$ cat src/rtl/blob_bbox_extract.sv
// Streaming bounding-box extractor for up to 16 foreground objects.
// Each mask pixel joins the lowest-indexed open box that lies within MARGIN
// of it, or opens a new box. Once per frame the box table, an object count
// and an overflow flag are published.
// Ports:
//   sys_clk, sys_rst    pixel clock, synchronous active-high reset
//   bin_wr_en           pixel strobe, one raster-order mask pixel per cycle
//   bin_hs              line sync (not used)
//   bin_vs              frame sync; its rising edge restarts the frame
//   bin_data            mask pixel, 1 = foreground
//   pos_data[k]         {flag, ymax, xmax, ymin, xmin} for slot k
//   pos_valid           one-cycle pulse when a table is published
//   obj_num             number of flags set in the published table
//   overflow            the published frame needed more than 16 boxes
module blob_bbox_extract #(
  parameter int unsigned H_PIXEL = 1024,
  parameter int unsigned V_PIXEL = 768,
  parameter int unsigned MARGIN  = 8,
  parameter int unsigned MIN_W   = 4,
  parameter int unsigned MIN_H   = 4
) (
  input  logic              sys_clk,
  input  logic              sys_rst,
  input  logic              bin_wr_en,
  input  logic              bin_hs,
  input  logic              bin_vs,
  input  logic              bin_data,
  output logic [15:0][42:0] pos_data,
  output logic              pos_valid,
  output logic [4:0]        obj_num,
  output logic              overflow
);

  localparam int unsigned NSLOT = 16;
  localparam int unsigned XW    = 11;
  localparam int unsigned YW    = 10;
  localparam int unsigned CW    = 12;
  localparam int unsigned IW    = 4;
  localparam int unsigned NW    = 5;
  localparam int unsigned DW    = 43;

  // Working box table
  logic [NSLOT-1:0] valid_q, valid_d;
  logic [XW-1:0]    xmin_q [NSLOT];
  logic [XW-1:0]    xmin_d [NSLOT];
  logic [XW-1:0]    xmax_q [NSLOT];
  logic [XW-1:0]    xmax_d [NSLOT];
  logic [YW-1:0]    ymin_q [NSLOT];
  logic [YW-1:0]    ymin_d [NSLOT];
  logic [YW-1:0]    ymax_q [NSLOT];
  logic [YW-1:0]    ymax_d [NSLOT];
  logic             ovf_q, ovf_d;

  logic [XW-1:0]    cnt_x_q, cnt_x_d;
  logic [YW-1:0]    cnt_y_q, cnt_y_d;
  logic             vs_q;

  logic             vs_rise;
  logic             last_pix;
  logic [NSLOT-1:0] match;
  logic [IW-1:0]    hit_idx;
  logic [IW-1:0]    free_idx;
  logic [NSLOT-1:0] flag;
  logic [15:0][42:0] pub_data;
  logic [NW-1:0]    pub_num;

  logic unused_hs;
  assign unused_hs = bin_hs;

  assign vs_rise  = bin_vs && !vs_q;
  assign last_pix = bin_wr_en && (cnt_x_q == XW'(H_PIXEL - 1))
                              && (cnt_y_q == YW'(V_PIXEL - 1));

  // Adjacency match against every open box; widened so x-MARGIN cannot wrap
  always_comb begin
    match    = '0;
    hit_idx  = '0;
    free_idx = '0;
    for (int k = 0; k < int'(NSLOT); k++) begin
      match[k] = valid_q[k]
              && (CW'(cnt_x_q) + CW'(MARGIN) >= CW'(xmin_q[k]))
              && (CW'(cnt_x_q) <= CW'(xmax_q[k]) + CW'(MARGIN))
              && (CW'(cnt_y_q) <= CW'(ymax_q[k]) + CW'(MARGIN));
    end
    // Descending scan so the lowest index is the one left standing
    for (int k = int'(NSLOT) - 1; k >= 0; k--) begin
      if (match[k])    hit_idx  = IW'(k);
      if (!valid_q[k]) free_idx = IW'(k);
    end
  end

  // Working table next state: clear on frame restart/publish, else grow or allocate
  always_comb begin
    valid_d = valid_q;
    xmin_d  = xmin_q;
    xmax_d  = xmax_q;
    ymin_d  = ymin_q;
    ymax_d  = ymax_q;
    ovf_d   = ovf_q;
    if (vs_rise || last_pix) begin
      valid_d = '0;
      xmin_d  = '{default: '0};
      xmax_d  = '{default: '0};
      ymin_d  = '{default: '0};
      ymax_d  = '{default: '0};
      ovf_d   = 1'b0;
    end else if (bin_wr_en && bin_data) begin
      if (|match) begin
        if (cnt_x_q < xmin_q[hit_idx]) xmin_d[hit_idx] = cnt_x_q;
        if (cnt_x_q > xmax_q[hit_idx]) xmax_d[hit_idx] = cnt_x_q;
        ymax_d[hit_idx] = cnt_y_q;
      end else if (!(&valid_q)) begin
        valid_d[free_idx] = 1'b1;
        xmin_d[free_idx]  = cnt_x_q;
        xmax_d[free_idx]  = cnt_x_q;
        ymin_d[free_idx]  = cnt_y_q;
        ymax_d[free_idx]  = cnt_y_q;
      end else begin
        ovf_d = 1'b1;
      end
    end
  end

  // Raster position counters
  always_comb begin
    cnt_x_d = cnt_x_q;
    cnt_y_d = cnt_y_q;
    if (vs_rise) begin
      cnt_x_d = '0;
      cnt_y_d = '0;
    end else if (bin_wr_en) begin
      if (cnt_x_q == XW'(H_PIXEL - 1)) begin
        cnt_x_d = '0;
        cnt_y_d = (cnt_y_q == YW'(V_PIXEL - 1)) ? '0 : cnt_y_q + YW'(1);
      end else begin
        cnt_x_d = cnt_x_q + XW'(1);
      end
    end
  end

  // Publish image of the table: size-qualified flags, invalid slots zeroed
  always_comb begin
    flag     = '0;
    pub_data = '0;
    pub_num  = '0;
    for (int k = 0; k < int'(NSLOT); k++) begin
      flag[k] = valid_q[k]
             && (CW'(xmax_q[k]) - CW'(xmin_q[k]) + CW'(1) >= CW'(MIN_W))
             && (CW'(ymax_q[k]) - CW'(ymin_q[k]) + CW'(1) >= CW'(MIN_H));
      if (valid_q[k]) begin
        pub_data[k] = DW'({flag[k], ymax_q[k], xmax_q[k], ymin_q[k], xmin_q[k]});
      end
      pub_num = pub_num + NW'(flag[k]);
    end
  end

  // State registers
  always_ff @(posedge sys_clk) begin
    if (sys_rst) begin
      valid_q <= '0;
      xmin_q  <= '{default: '0};
      xmax_q  <= '{default: '0};
      ymin_q  <= '{default: '0};
      ymax_q  <= '{default: '0};
      ovf_q   <= 1'b0;
      cnt_x_q <= '0;
      cnt_y_q <= '0;
      vs_q    <= 1'b0;
    end else begin
      valid_q <= valid_d;
      xmin_q  <= xmin_d;
      xmax_q  <= xmax_d;
      ymin_q  <= ymin_d;
      ymax_q  <= ymax_d;
      ovf_q   <= ovf_d;
      cnt_x_q <= cnt_x_d;
      cnt_y_q <= cnt_y_d;
      vs_q    <= bin_vs;
    end
  end

  // Published outputs hold until the next publish
  always_ff @(posedge sys_clk) begin
    if (sys_rst) begin
      pos_data  <= '0;
      pos_valid <= 1'b0;
      obj_num   <= '0;
      overflow  <= 1'b0;
    end else begin
      pos_valid <= last_pix;
      if (last_pix) begin
        pos_data <= pub_data;
        obj_num  <= pub_num;
        overflow <= ovf_q;
      end
    end
  end

endmodule

$ cat config.mk
export PLATFORM = sky130hd
export DESIGN_NAME = blob_bbox_extract
export DESIGN_NICKNAME = d
export VERILOG_FILES = /design/src/rtl/blob_bbox_extract.sv
export SDC_FILE = /design/constraint.sdc
export NUM_CORES = 2
export LEC_CHECK = 0
export ABC_AREA = 1
export CAP_MARGIN = 20
export CORE_MARGIN = 2
export CORE_UTILIZATION = 25
export DETAILED_ROUTE_END_ITERATION = 10
export PLACE_DENSITY = 0.44
export SYNTH_ARGS = -nofsm -noshare
export SYNTH_HDL_FRONTEND = slang
export SYNTH_SLANG_ARGS = --single-unit
$ cat constraint.sdc
create_clock -name sys_clk -period 7.4 [get_ports sys_clk]
set_input_delay 1.48 -clock sys_clk [delete_from_list [all_inputs] [get_ports sys_clk]]
set_output_delay 1.48 -clock sys_clk [all_outputs]
set_load 0.05 [all_outputs]
==> flow_metrics.env <==
export IMPL_min_path_cells=2
export IMPL_cts_num_sinks=1406
export IMPL_arrival_ns=7.71
export IMPL_run_status="finished, final reports clean"
export IMPL_max_slew_margin=0.224
export IMPL_ant_nets=0
export IMPL_setup_tns_ns=0
export IMPL_vias_per_cell=4.95
export IMPL_ir_drop_v=0.000149
export IMPL_drtIter0Drc=6407
export IMPL_syn_instance_count=10861
export IMPL_critPathTopFamily="adder cells"
export IMPL_fmax_mhz=143
export IMPL_r2r_start="xmax_q[155]$_SDFFE_PP0P_"
export IMPL_vias=79457
export IMPL_worstHoldStart="ymin_q[94]$_SDFFE_PP0P_"
export IMPL_finalCritPeriodShare=0.943
export IMPL_post_route_util=0.312
export IMPL_hold_end="pos_data[273]$_SDFFE_PP0P_"
export IMPL_drtPass1Iterations=6
export IMPL_use_met3=0.0399
export IMPL_synth_edf_count=0
export IMPL_synth_top_area_cell="dfxtp_1"
export IMPL_tightest_slew_ns=1.16
export IMPL_core_area_um2=333000
export IMPL_syn_to_final_growth_pct=24.4
export IMPL_place_gp_congestion=0.945
export IMPL_worstPathRequired_ns=8.13
export IMPL_crit_fanout=3
export IMPL_powerDensity_nw_per_um2=169
export IMPL_ff2ff_path_depth=35
export IMPL_cts_buffers=181
export IMPL_fin_nets=12619
export IMPL_use_met2=0.357
export IMPL_synth_adder_area_share=0.170
export IMPL_post_dp_hpwl_mm=300
export IMPL_critPathKind="reg2reg"
export IMPL_hold_violations=0
export IMPL_cts_buffer_depth=4
export IMPL_synth_xor_area_share=0.0388
export IMPL_yosysMostFrequentCell="dfxtp_1"
export IMPL_grtUsageMet1=0.312
export IMPL_worstSetupEndpointType="flop"
export IMPL_fin_ws_ns=0.418
export IMPL_drive_gt1_frac=0.0731
export IMPL_total_power_mw=17.6
export IMPL_synthTopCellsByCount="dfxtp_1 (1,406), nand2_1 (1,309), o21ai_0 (1,084)"
export IMPL_ys_flop_type="dfxtp_1"
export IMPL_synth_top_cell_area_share=0.337
export IMPL_rsz0062_at_grt="no"
export IMPL_first_global_vias=73922
export IMPL_grt_pass1_wl_mm=563
export IMPL_synth_net_count=11979
export IMPL_gr_total_overflow=0
export IMPL_wl_per_cell_um=25.2
export IMPL_muxShareOfSynthArea=0
export IMPL_synth_area_per_cell_um2=7.69
export IMPL_reg2reg_to="obj_num[4]$_SDFFE_PP0P_"
export IMPL_synth_seq_cells=1406
export IMPL_synth_area_um2=83500
export IMPL_hold_class="reg2reg"
export IMPL_cp_num_buf_inv=9
export IMPL_max_cap_viol_count=0
export IMPL_die_w_um=582
export IMPL_die_area_um2=339000
export IMPL_grt_max_degree=161
export IMPL_place_area_um2=97200
export IMPL_period_needed_ns=6.98
export IMPL_maxSlewViolCount=0
export IMPL_port_buffer_count=699
export IMPL_skew_ns=0.106
export IMPL_rows=212
export IMPL_grt_most_used_layer="met2"
export IMPL_num_io_pins=701
export IMPL_h_tree_depth=4
export IMPL_antenna_found_initial=11
export IMPL_ys_seq_area_frac=0.337
export IMPL_cpMaxStageDelayCell="fa_1"
export IMPL_ys_warn_count=0
export IMPL_clockRootBuffer="clkbuf_16"
export IMPL_yosys_area_share_simple=0.177
export IMPL_synth_cell_types=70
export IMPL_ys_async_sr_fraction=0
export IMPL_synth_compound_area_frac=0.198
export IMPL_slowest_delay_ns=0.54
export IMPL_crit_cells=35
export IMPL_cts_tree="done"
export IMPL_ys_top_cells_by_area="dfxtp_1 (34%), ha_1 (16%), o21ai_0 (6.5%)"
export IMPL_start_util=0.251
export IMPL_leakage_nw=43.1
export IMPL_clkTransAtPathRegs_ns=0.06
export IMPL_finalWirelength_mm=404
export IMPL_rrSetupSlack_ns=0.42
export IMPL_setup_viol=0
export IMPL_startpoint_type="flop"
export IMPL_crit_path_frequent_cell="inv_1"
export IMPL_drc=0
export IMPL_preCtsSetupSlack_ns=0.123
export IMPL_synth_top_family_by_area="compound AO/OA/AOI/OAI gates"
export IMPL_clock_latency_ns=0.90
export IMPL_track_usage=0.229
export IMPL_finalInstanceArea_um2=104000
export IMPL_die_h_um=582
==> cell usage in the layout, fill, tap and decap left out, types with 86 or more instances in the layout <==
master / count
inv_1: 1044
clkdlybuf4s50_1: 699
dfxtp_1: 1379
clkbuf_16: 187
xor2_1: 279
nand2_1: 1305
xnor2_1: 86
buf_4: 326
ha_1: 1069
nand3_1: 893
a21oi_1: 974
nand4_1: 121
o31ai_1: 379
nor2_1: 776
o22ai_1: 133
o21ai_0: 1058
==> power by group <==
| group | internal (mW) | leakage [nW] | switching (mW) |
|---|---|---|---|
| Clock | 5.57 | 3.01 | 3.79 |
| Sequential | 7.58 | 11.3 | 0.0194 |
| Combinational | 0.180 | 28.8 | 0.429 |
==> per-layer routing <==
| metal | wire (um) | vias to the layer above |
|---|---|---|
| li1 | - | 38847 |
| met1 | 185000 | 37885 |
| met2 | 177000 | 2235 |
| met3 | 25600 | 490 |
| met4 | 16400 | 0 |
| met5 | 0 | - |
==> cell type report <==
type / count / area (um2)
fillers: 35528 / 229000
inverters: 1078 / 4080
multi-input cells: 7745 / 49200
repair inverters: 1 / 5.00
clock buffers: 268 / 5330
flip-flops and latches: 1406 / 28200
well taps: 4387 / 5490
clock inverters: 55 / 807
repair buffers: 1088 / 10700
diodes: 10 / 25.0
==> registers in the layout, summed over array words and instances, names as in the netlist, 5 cells and up <==
name / flops
valid_q: 16
xmin_q: 176
xmax_q: 176
ymin_q: 160
ymax_q: 160
cnt_x_q: 11
cnt_y_q: 10
pos_data: 688
obj_num: 5
==> metrics by stage <==
| step | hold slack (ns) | cells |
|---|---|---|
| 2_1_floorplan | 0.436 | 10861 |
| 3_3_place_gp | 0.464 | 15693 |
| 3_5_place_dp | 0.470 | 15694 |
| 4_1_cts | 0.442 | 16017 |
| 5_1_grt | 0.492 | 16032 |
| 6_report | 0.470 | 16038 |
==> worst register-to-register path: cells and delay by family (launching register included) <==
| family | cells | cell delay [ns] |
|---|---|---|
| XOR/XNOR | 1 | 0.13 |
| adder cells (fa/ha/maj) | 9 | 3.28 |
| flip-flops | 1 | 0.37 |
| AND/OR/NAND/NOR | 6 | 0.58 |
| AO/OA/AOI/OAI | 10 | 1.64 |
| buffers and inverters | 9 | 0.83 |
==> what timing repair did <==
item,in CTS,in global routing
hold buffers,0,0
endpoints found under the setup margin,0,356
buffers inserted,0,5
hold endpoints to repair,0,0
gates resized for setup,0,95
==> how the worst max path moves through the flow <==
stage | from | to | slack (ns)
after floorplan | cnt_x_q[8]$_SDFFE_PP0P_ | xmax_q[102]$_SDFFE_PP0P_ | 0.52
after global placement | cnt_x_q[3]$_SDFFE_PP0P_ | xmin_q[41]$_SDFFE_PP0P_ | 0.23
after detailed placement | cnt_x_q[3]$_SDFFE_PP0P_ | xmin_q[41]$_SDFFE_PP0P_ | 0.12
after CTS | cnt_x_q[3]$_SDFFE_PP0P_ | xmin_q[170]$_SDFFE_PP0P_ | 0.04
after global routing | xmax_q[155]$_SDFFE_PP0P_ | obj_num[4]$_SDFFE_PP0P_ | 0.008
final | xmax_q[155]$_SDFFE_PP0P_ | obj_num[4]$_SDFFE_PP0P_ | 0.42
==> cells by family after synthesis <==
group	Yosys count
AOI/OAI and AO/OA	2903
xor gates and xnor gates	370
adders and majority gates	1112
buffers and inverters	1710
DFF	1406
and+or+nand+nor	3360
Note: power is estimated with default switching activity, not from simulation.
